<file path="src/rtl/pc_unit_pkg.sv">
`default_nettype none
// ============================================================================
// Module      : pc_unit_pkg
// Description : Shared constants for the program counter unit: address width,
//               reset vector and return-stack geometry.
// Revision    : 1.0 - initial release
// ============================================================================
package pc_unit_pkg;

    localparam int              PC_WIDTH        = 16;
    localparam logic [15:0]     PC_RESET_VECTOR = 16'h0000;
    localparam int              PC_STACK_DEPTH  = 8;
    localparam int              PC_STACK_PTR_W  = 4;

endpackage : pc_unit_pkg
`default_nettype wire

</file>
<file path="src/rtl/pc_unit_inc16.sv">
`default_nettype none
// ============================================================================
// Module      : pc_unit_inc16
// Description : Incrementer for the program counter. Produces a + 1 and the
//               carry-out; the carry-out marks an all-ones to zero rollover.
// Revision    : 1.0 - initial release
// ============================================================================
module pc_unit_inc16 #(
    parameter int WIDTH = 16
) (
    input  logic [WIDTH-1:0] a,
    output logic [WIDTH-1:0] sum,
    output logic             carry_out
);

    // Widen by one bit so the carry falls out of the addition directly.
    assign {carry_out, sum} = {1'b0, a} + {{WIDTH{1'b0}}, 1'b1};

endmodule : pc_unit_inc16
`default_nettype wire

</file>
<file path="src/rtl/pc_unit.sv">
`default_nettype none
// ============================================================================
// Module      : pc_unit
// Description : Registered program counter with stall, increment-wrap pulse
//               and sticky jump-to-self halt detection.
//               Optional macro PC_STACK_EN adds call/ret with an 8-entry
//               return-address LIFO and sticky overflow/underflow flags.
// Revision    : 1.0 - initial release
// ============================================================================
module pc_unit
    import pc_unit_pkg::*;
#(
    parameter int               WIDTH        = PC_WIDTH,
    parameter logic [WIDTH-1:0] RESET_VECTOR = PC_RESET_VECTOR
) (
    input  logic             clk,
    input  logic             reset,
    input  logic [WIDTH-1:0] in,
    input  logic             load,
    input  logic             inc,
    input  logic             stall,
`ifdef PC_STACK_EN
    input  logic             call,
    input  logic             ret,
    output logic             stk_ovf,
    output logic             stk_unf,
`endif
    output logic [WIDTH-1:0] out,
    output logic             wrap,
    output logic             halted
);

    logic [WIDTH-1:0] r_pc;
    logic             r_wrap;
    logic             r_halted;

    logic [WIDTH-1:0] w_inc_sum;
    logic             w_inc_carry;

    logic [WIDTH-1:0] w_next_pc;
    logic             w_next_wrap;
    logic             w_next_halted;

    pc_unit_inc16 #(
        .WIDTH     (WIDTH)
    ) u_inc (
        .a         (r_pc),
        .sum       (w_inc_sum),
        .carry_out (w_inc_carry)
    );

`ifdef PC_STACK_EN
    localparam logic [PC_STACK_PTR_W-1:0] c_STACK_FULL = PC_STACK_PTR_W'(PC_STACK_DEPTH);

    logic [WIDTH-1:0]          r_stack [PC_STACK_DEPTH];
    logic [PC_STACK_PTR_W-1:0] r_depth;
    logic                      r_stk_ovf;
    logic                      r_stk_unf;

    logic [PC_STACK_PTR_W-1:0] w_next_depth;
    logic                      w_next_ovf;
    logic                      w_next_unf;
    logic                      w_push;
    logic [2:0]                w_top_idx;
    logic [2:0]                w_push_idx;

    assign w_top_idx  = 3'(r_depth - 1'b1);
    assign w_push_idx = r_depth[2:0];

    // Next-state selection: stall > ret > call > load > inc > hold.
    always_comb begin
        w_next_pc     = r_pc;
        w_next_wrap   = 1'b0;
        w_next_halted = r_halted;
        w_next_depth  = r_depth;
        w_next_ovf    = r_stk_ovf;
        w_next_unf    = r_stk_unf;
        w_push        = 1'b0;
        if (stall) begin
            // everything holds, wrap drops
        end else if (ret) begin
            if (r_depth == '0) begin
                w_next_unf = 1'b1;
            end else begin
                w_next_pc    = r_stack[w_top_idx];
                w_next_depth = r_depth - 1'b1;
            end
        end else if (call) begin
            w_next_pc     = in;
            w_next_halted = (in == r_pc);
            if (r_depth == c_STACK_FULL) begin
                w_next_ovf = 1'b1;
            end else begin
                w_push       = 1'b1;
                w_next_depth = r_depth + 1'b1;
            end
        end else if (load) begin
            w_next_pc     = in;
            w_next_halted = (in == r_pc);
        end else if (inc) begin
            w_next_pc   = w_inc_sum;
            w_next_wrap = w_inc_carry;
        end
    end

    // Stack bookkeeping; entry contents need no reset.
    always_ff @(posedge clk) begin
        if (reset) begin
            r_depth   <= '0;
            r_stk_ovf <= 1'b0;
            r_stk_unf <= 1'b0;
        end else begin
            r_depth   <= w_next_depth;
            r_stk_ovf <= w_next_ovf;
            r_stk_unf <= w_next_unf;
        end
    end

    // Return-address write: the pushed value is the wrapped out+1.
    always_ff @(posedge clk) begin
        if (!reset && w_push) begin
            r_stack[w_push_idx] <= w_inc_sum;
        end
    end

    assign stk_ovf = r_stk_ovf;
    assign stk_unf = r_stk_unf;
`else
    // Next-state selection: stall > load > inc > hold.
    always_comb begin
        w_next_pc     = r_pc;
        w_next_wrap   = 1'b0;
        w_next_halted = r_halted;
        if (stall) begin
            // everything holds, wrap drops
        end else if (load) begin
            w_next_pc     = in;
            w_next_halted = (in == r_pc);
        end else if (inc) begin
            w_next_pc   = w_inc_sum;
            w_next_wrap = w_inc_carry;
        end
    end
`endif

    // PC and flag registers; reset overrides every other input.
    always_ff @(posedge clk) begin
        if (reset) begin
            r_pc     <= RESET_VECTOR;
            r_wrap   <= 1'b0;
            r_halted <= 1'b0;
        end else begin
            r_pc     <= w_next_pc;
            r_wrap   <= w_next_wrap;
            r_halted <= w_next_halted;
        end
    end

    assign out    = r_pc;
    assign wrap   = r_wrap;
    assign halted = r_halted;

endmodule : pc_unit
`default_nettype wire

</file>
<file path="config.mk">
export PLATFORM = sky130hd
export DESIGN_NAME = pc_unit
export DESIGN_NICKNAME = d
export VERILOG_FILES = /design/src/rtl/pc_unit_pkg.sv /design/src/rtl/pc_unit_inc16.sv /design/src/rtl/pc_unit.sv
export SDC_FILE = /design/constraint.sdc
export NUM_CORES = 1
export LEC_CHECK = 0
export BUFFER_PORTS_ARGS = -buffer_cell sky130_fd_sc_hd__buf_2
export CORE_MARGIN = 2
export CORE_UTILIZATION = 57
export CTS_BUF_LIST = sky130_fd_sc_hd__clkbuf_2 sky130_fd_sc_hd__clkbuf_4 sky130_fd_sc_hd__clkbuf_8
export DETAILED_ROUTE_END_ITERATION = 7
export GPL_ROUTABILITY_DRIVEN = 0
export PLACE_DENSITY = 0.87
export SLEW_MARGIN = 0
export SYNTH_ARGS = -nofsm -noshare
export SYNTH_HDL_FRONTEND = slang
export SYNTH_HIERARCHICAL = 1
export SYNTH_SLANG_ARGS = --single-unit
</file>
<file path="constraint.sdc">
create_clock -name clk -period 3.1 [get_ports clk]
set_input_delay 0.31 -clock clk [delete_from_list [all_inputs] [get_ports clk]]
set_output_delay 0.31 -clock clk [all_outputs]
set_load 0.02 [all_outputs]
</file>
==> PnR_summary.wiki <==
{| class="wikitable"
! Metric !! Value
|-
| Result of the run || completed
|-
| Cts hold-fix bufs || 0
|-
| Root buffer cell || sky130_fd_sc_hd__clkbuf_4
|-
| Total setup buffers inserted after CTS || 0
|-
| First-pass GRT wire length || around 4900 um
|-
| Average vias per placed instance || about 5.7
|-
| Int Pwr || 0.357 mW
|-
| Capture endpoint of the worst hold path || wrap
|-
| Maximum number of pins on one net before global-route repair || 33
|-
| Antenna diodes || 0
|-
| Post-synth design cell area || around 1300 um2
|-
| Total CTS buffers || 3
|-
| Number of levels the H-tree was split into || 1
|-
| Later-pin clock latency in the skew report || slightly above 300 ps
|-
| Critical setup path kind || register to register
|-
| Setup violations, final || 0
|-
| Yosys reg bits || 18
|-
| Placed instance area || roughly 1500 um2
|-
| Crit path arrival time || around 2100 ps
|-
| Starting density of the core || 0.600
|-
| Final slew viol count || 0
|-
| Count of nets after finishing || 205
|-
| TNS Setup || 0 ps
|-
| Clock tree from TritonCTS || done
|-
| Total routed wirelength || 2990 um
|-
| Number of warnings issued by yosys || 6
|-
| Net count after synthesis || 169
|-
| F_max || 0.530 GHz
|-
| Final hold violation count || 0
|-
| CTS resizes || 0
|-
| Area growth from synthesis to layout || 14.5%
|-
| Die area || 2710 um2
|-
| Portion of the post-synthesis area used by sequential elements || 0.274
|-
| Die width || ~52 um
|-
| Final design area excluding fillers || between 1500 and 2000 um2
|-
| Port Buffers || 38
|-
| Max capacitance violation total || 0
|-
| Post-route minimum period || about 1900 ps
|-
| Number of enable-type register cells in the synthesized netlist || 0
|-
| Top-level I/O count || 39
|-
| GRT overflow || 0
|-
| Reg2Reg Depth || 6
|-
| TritonRoute pass-1 iters || 4
|-
| Total clock sinks || 18
|-
| Clock-pin slew on the worst setup and hold paths || 110 ps
|-
| Class of the most critical hold timing path || input port to register
|-
| Initial antenna violation count || 0
|-
| Worst clock skew || 1.76 ps
|-
| Source of the worst register-to-register timing path || out[0]
|-
| Worst Setup Start Kind || register
|-
| Sequential standard cell area || 360 um2
|-
| Sequential power share || 0.502
|-
| Number of placement rows || 17
|-
| Leakage || around 0.7 nW
|-
| Fraction of power spent switching nets || 0.361
|-
| Yosys cell types || 28
|-
| Critical Path Fanout Max || 7
|-
| Overall routing resource usage || 0.245
|-
| Total of fill cells in the finished design || around 190
|-
| Synthesized instance count || between 100 and 150
|-
| PD cells || around 370 nW/um2
|-
| Wire length per cell || around 14 um
|-
| Fin crit share || 0.609
|-
| Required time worst endpoint || about 3300 ps
|-
| R2r setup slk || about 1200 ps
|-
| VDD IR max || about 0.26 mV
|-
| Sort of element at the end of the critical path || register
|-
| Hold Path Stages || 3
|-
| Top FF cell, synth || sky130_fd_sc_hd__dfxtp_1
|-
| Number of remaining DRC errors || 0
|-
| Start point of the worst min-delay path || inc
|-
| Starting DRT DRC Count || 16
|-
| Setup repair after global routing missed its margin || no
|-
| Reported net switching power || roughly 0.20 mW
|-
| Number of nets with antenna violations after routing || 0
|-
| Clock share of power || 0.229
|-
| Worst slew margin relative to its limit || 0.537
|-
| Vias in the first global route || between 1000 and 1500
|-
| Comb pwr share || 0.269
|-
| Post-synthesis async set-or-reset flop share || 0
|-
| Vert. Die Dim || between 50 and 60 um
|-
| Combined area of the multi-input logic cells || between 800 and 900 um2
|-
| Core Region || ~2200 um2
|-
| Actual slew at the worst max-slew pin || about 690 ps
|-
| FF-to-FF End || out[14]
|-
| Share of cells above drive strength 1 || 0.287
|-
| Avg Synthesized Cell Area || around 9 um2
|-
| Half-perimeter wire length after placement || roughly 2200 um
|-
| Clock Path Buffers || 2
|-
| Overall via count from detail_route || 1190
|}
## cells in the mapped netlist, drive strengths merged, types with 3 or more instances
| master | n | share of area |
|---|---|---|
| nand3 | 7 | 0.030 |
| xor2 | 25 | 0.17 |
| dfxtp | 18 | 0.27 |
| a211oi | 16 | 0.099 |
| xnor2 | 5 | 0.033 |
| nand4 | 5 | 0.038 |
| nor3 | 5 | 0.023 |
| nor4 | 6 | 0.043 |
| mux2i | 16 | 0.12 |
| nor2 | 25 | 0.077 |
| inv | 3 | 0.0086 |
| nand2 | 4 | 0.011 |
| buf | 7 | 0.044 |
## flip-flops by register name (all words and copies together), names as in the netlist
signal	count
halted	1
out	16
wrap	1
## worst max-delay path: stages (launching register included)
cell,delay (ps)
sky130_fd_sc_hd__dfxtp_1,490
sky130_fd_sc_hd__ha_1,320
sky130_fd_sc_hd__nand4_2,200
sky130_fd_sc_hd__nor4_2,320
sky130_fd_sc_hd__xor2_1,170
sky130_fd_sc_hd__mux2i_1,90
sky130_fd_sc_hd__a211oi_1,230
## how the worst max path moves through the flow
stage                          to  startpoint
after floorplan           out[14]      out[0]
after global placement    out[14]      out[0]
after detailed placement   out[6]        load
after CTS                 out[14]      out[0]
after global routing      out[14]      out[0]
final                     out[14]      out[0]
## cell families after synthesis
| logic type | count (synthesis) | share of synthesized area |
|---|---|---|
| compound gates | 17 | 0.103 |
| xor+xnor | 30 | 0.200 |
| fa+ha+maj | 1 | 0.00952 |
| buf+inv | 10 | 0.0524 |
| flops | 18 | 0.274 |
| mux | 16 | 0.122 |
| simple gates | 55 | 0.239 |
## cell usage in the layout, fill, tap and decap left out
cell                       count
sky130_fd_sc_hd__a211oi_1     14
sky130_fd_sc_hd__a211oi_2      2
sky130_fd_sc_hd__and3_1        1
sky130_fd_sc_hd__buf_2        38
sky130_fd_sc_hd__clkbuf_4      3
sky130_fd_sc_hd__dfxtp_1      18
sky130_fd_sc_hd__ha_1          1
sky130_fd_sc_hd__inv_1         3
sky130_fd_sc_hd__mux2i_1      16
sky130_fd_sc_hd__nand2_1       4
sky130_fd_sc_hd__nand3_1       6
sky130_fd_sc_hd__nand3_2       1
sky130_fd_sc_hd__nand3b_1      1
sky130_fd_sc_hd__nand4_1       2
sky130_fd_sc_hd__nand4_2       3
sky130_fd_sc_hd__nor2_1       24
sky130_fd_sc_hd__nor2_4        1
sky130_fd_sc_hd__nor3_1        4
sky130_fd_sc_hd__nor3_2        1
sky130_fd_sc_hd__nor4_1        3
sky130_fd_sc_hd__nor4_2        3
sky130_fd_sc_hd__o21ai_1       1
sky130_fd_sc_hd__or2b_1        1
sky130_fd_sc_hd__xnor2_1       5
sky130_fd_sc_hd__xor2_1       25
## power groups by stage
stage	Clock (mW)	Combinational, mW	Sequential, mW
final	0.128	0.150	0.280
after global routing	0.134	0.165	0.284
after CTS	0.127	0.151	0.280
after detailed placement	0	0.150	0.285
after global placement	0	0.145	0.284
after floorplan	0	0.0877	0.300
## final cells by class
cell class | count | share of cell area
Timing Repair Buffer | 38 | 0.126
Tap cell | 28 | 0.0233
Multi-Input combinational cell | 119 | 0.588
Clock buffer | 3 | 0.0150
Inverter | 3 | 0.00749
Sequential cell | 18 | 0.240
## layer usage
layer  track usage  wire [um]  vias to the layer above
met4         0.114         52                        0
li1              -          -                      593
met2         0.407       1460                       28
met1         0.310       1340                      564
met3        0.0374        141                        5
met5             0          0                        -
## metrics by stage
stage                     utilization  power, mW  cells  hold slack (ps)  setup slack [ps]
after CTS                       0.686      0.558    209              229              1230
after global routing            0.686      0.583    209              243              1050
after global placement          0.676      0.428    206              463              1280
after floorplan                     -      0.388    147              436              1340
final                           0.686      0.559    209              226              1210
after detailed placement        0.676      0.435    206              497              1210
Power figures use the tool's default switching activity.
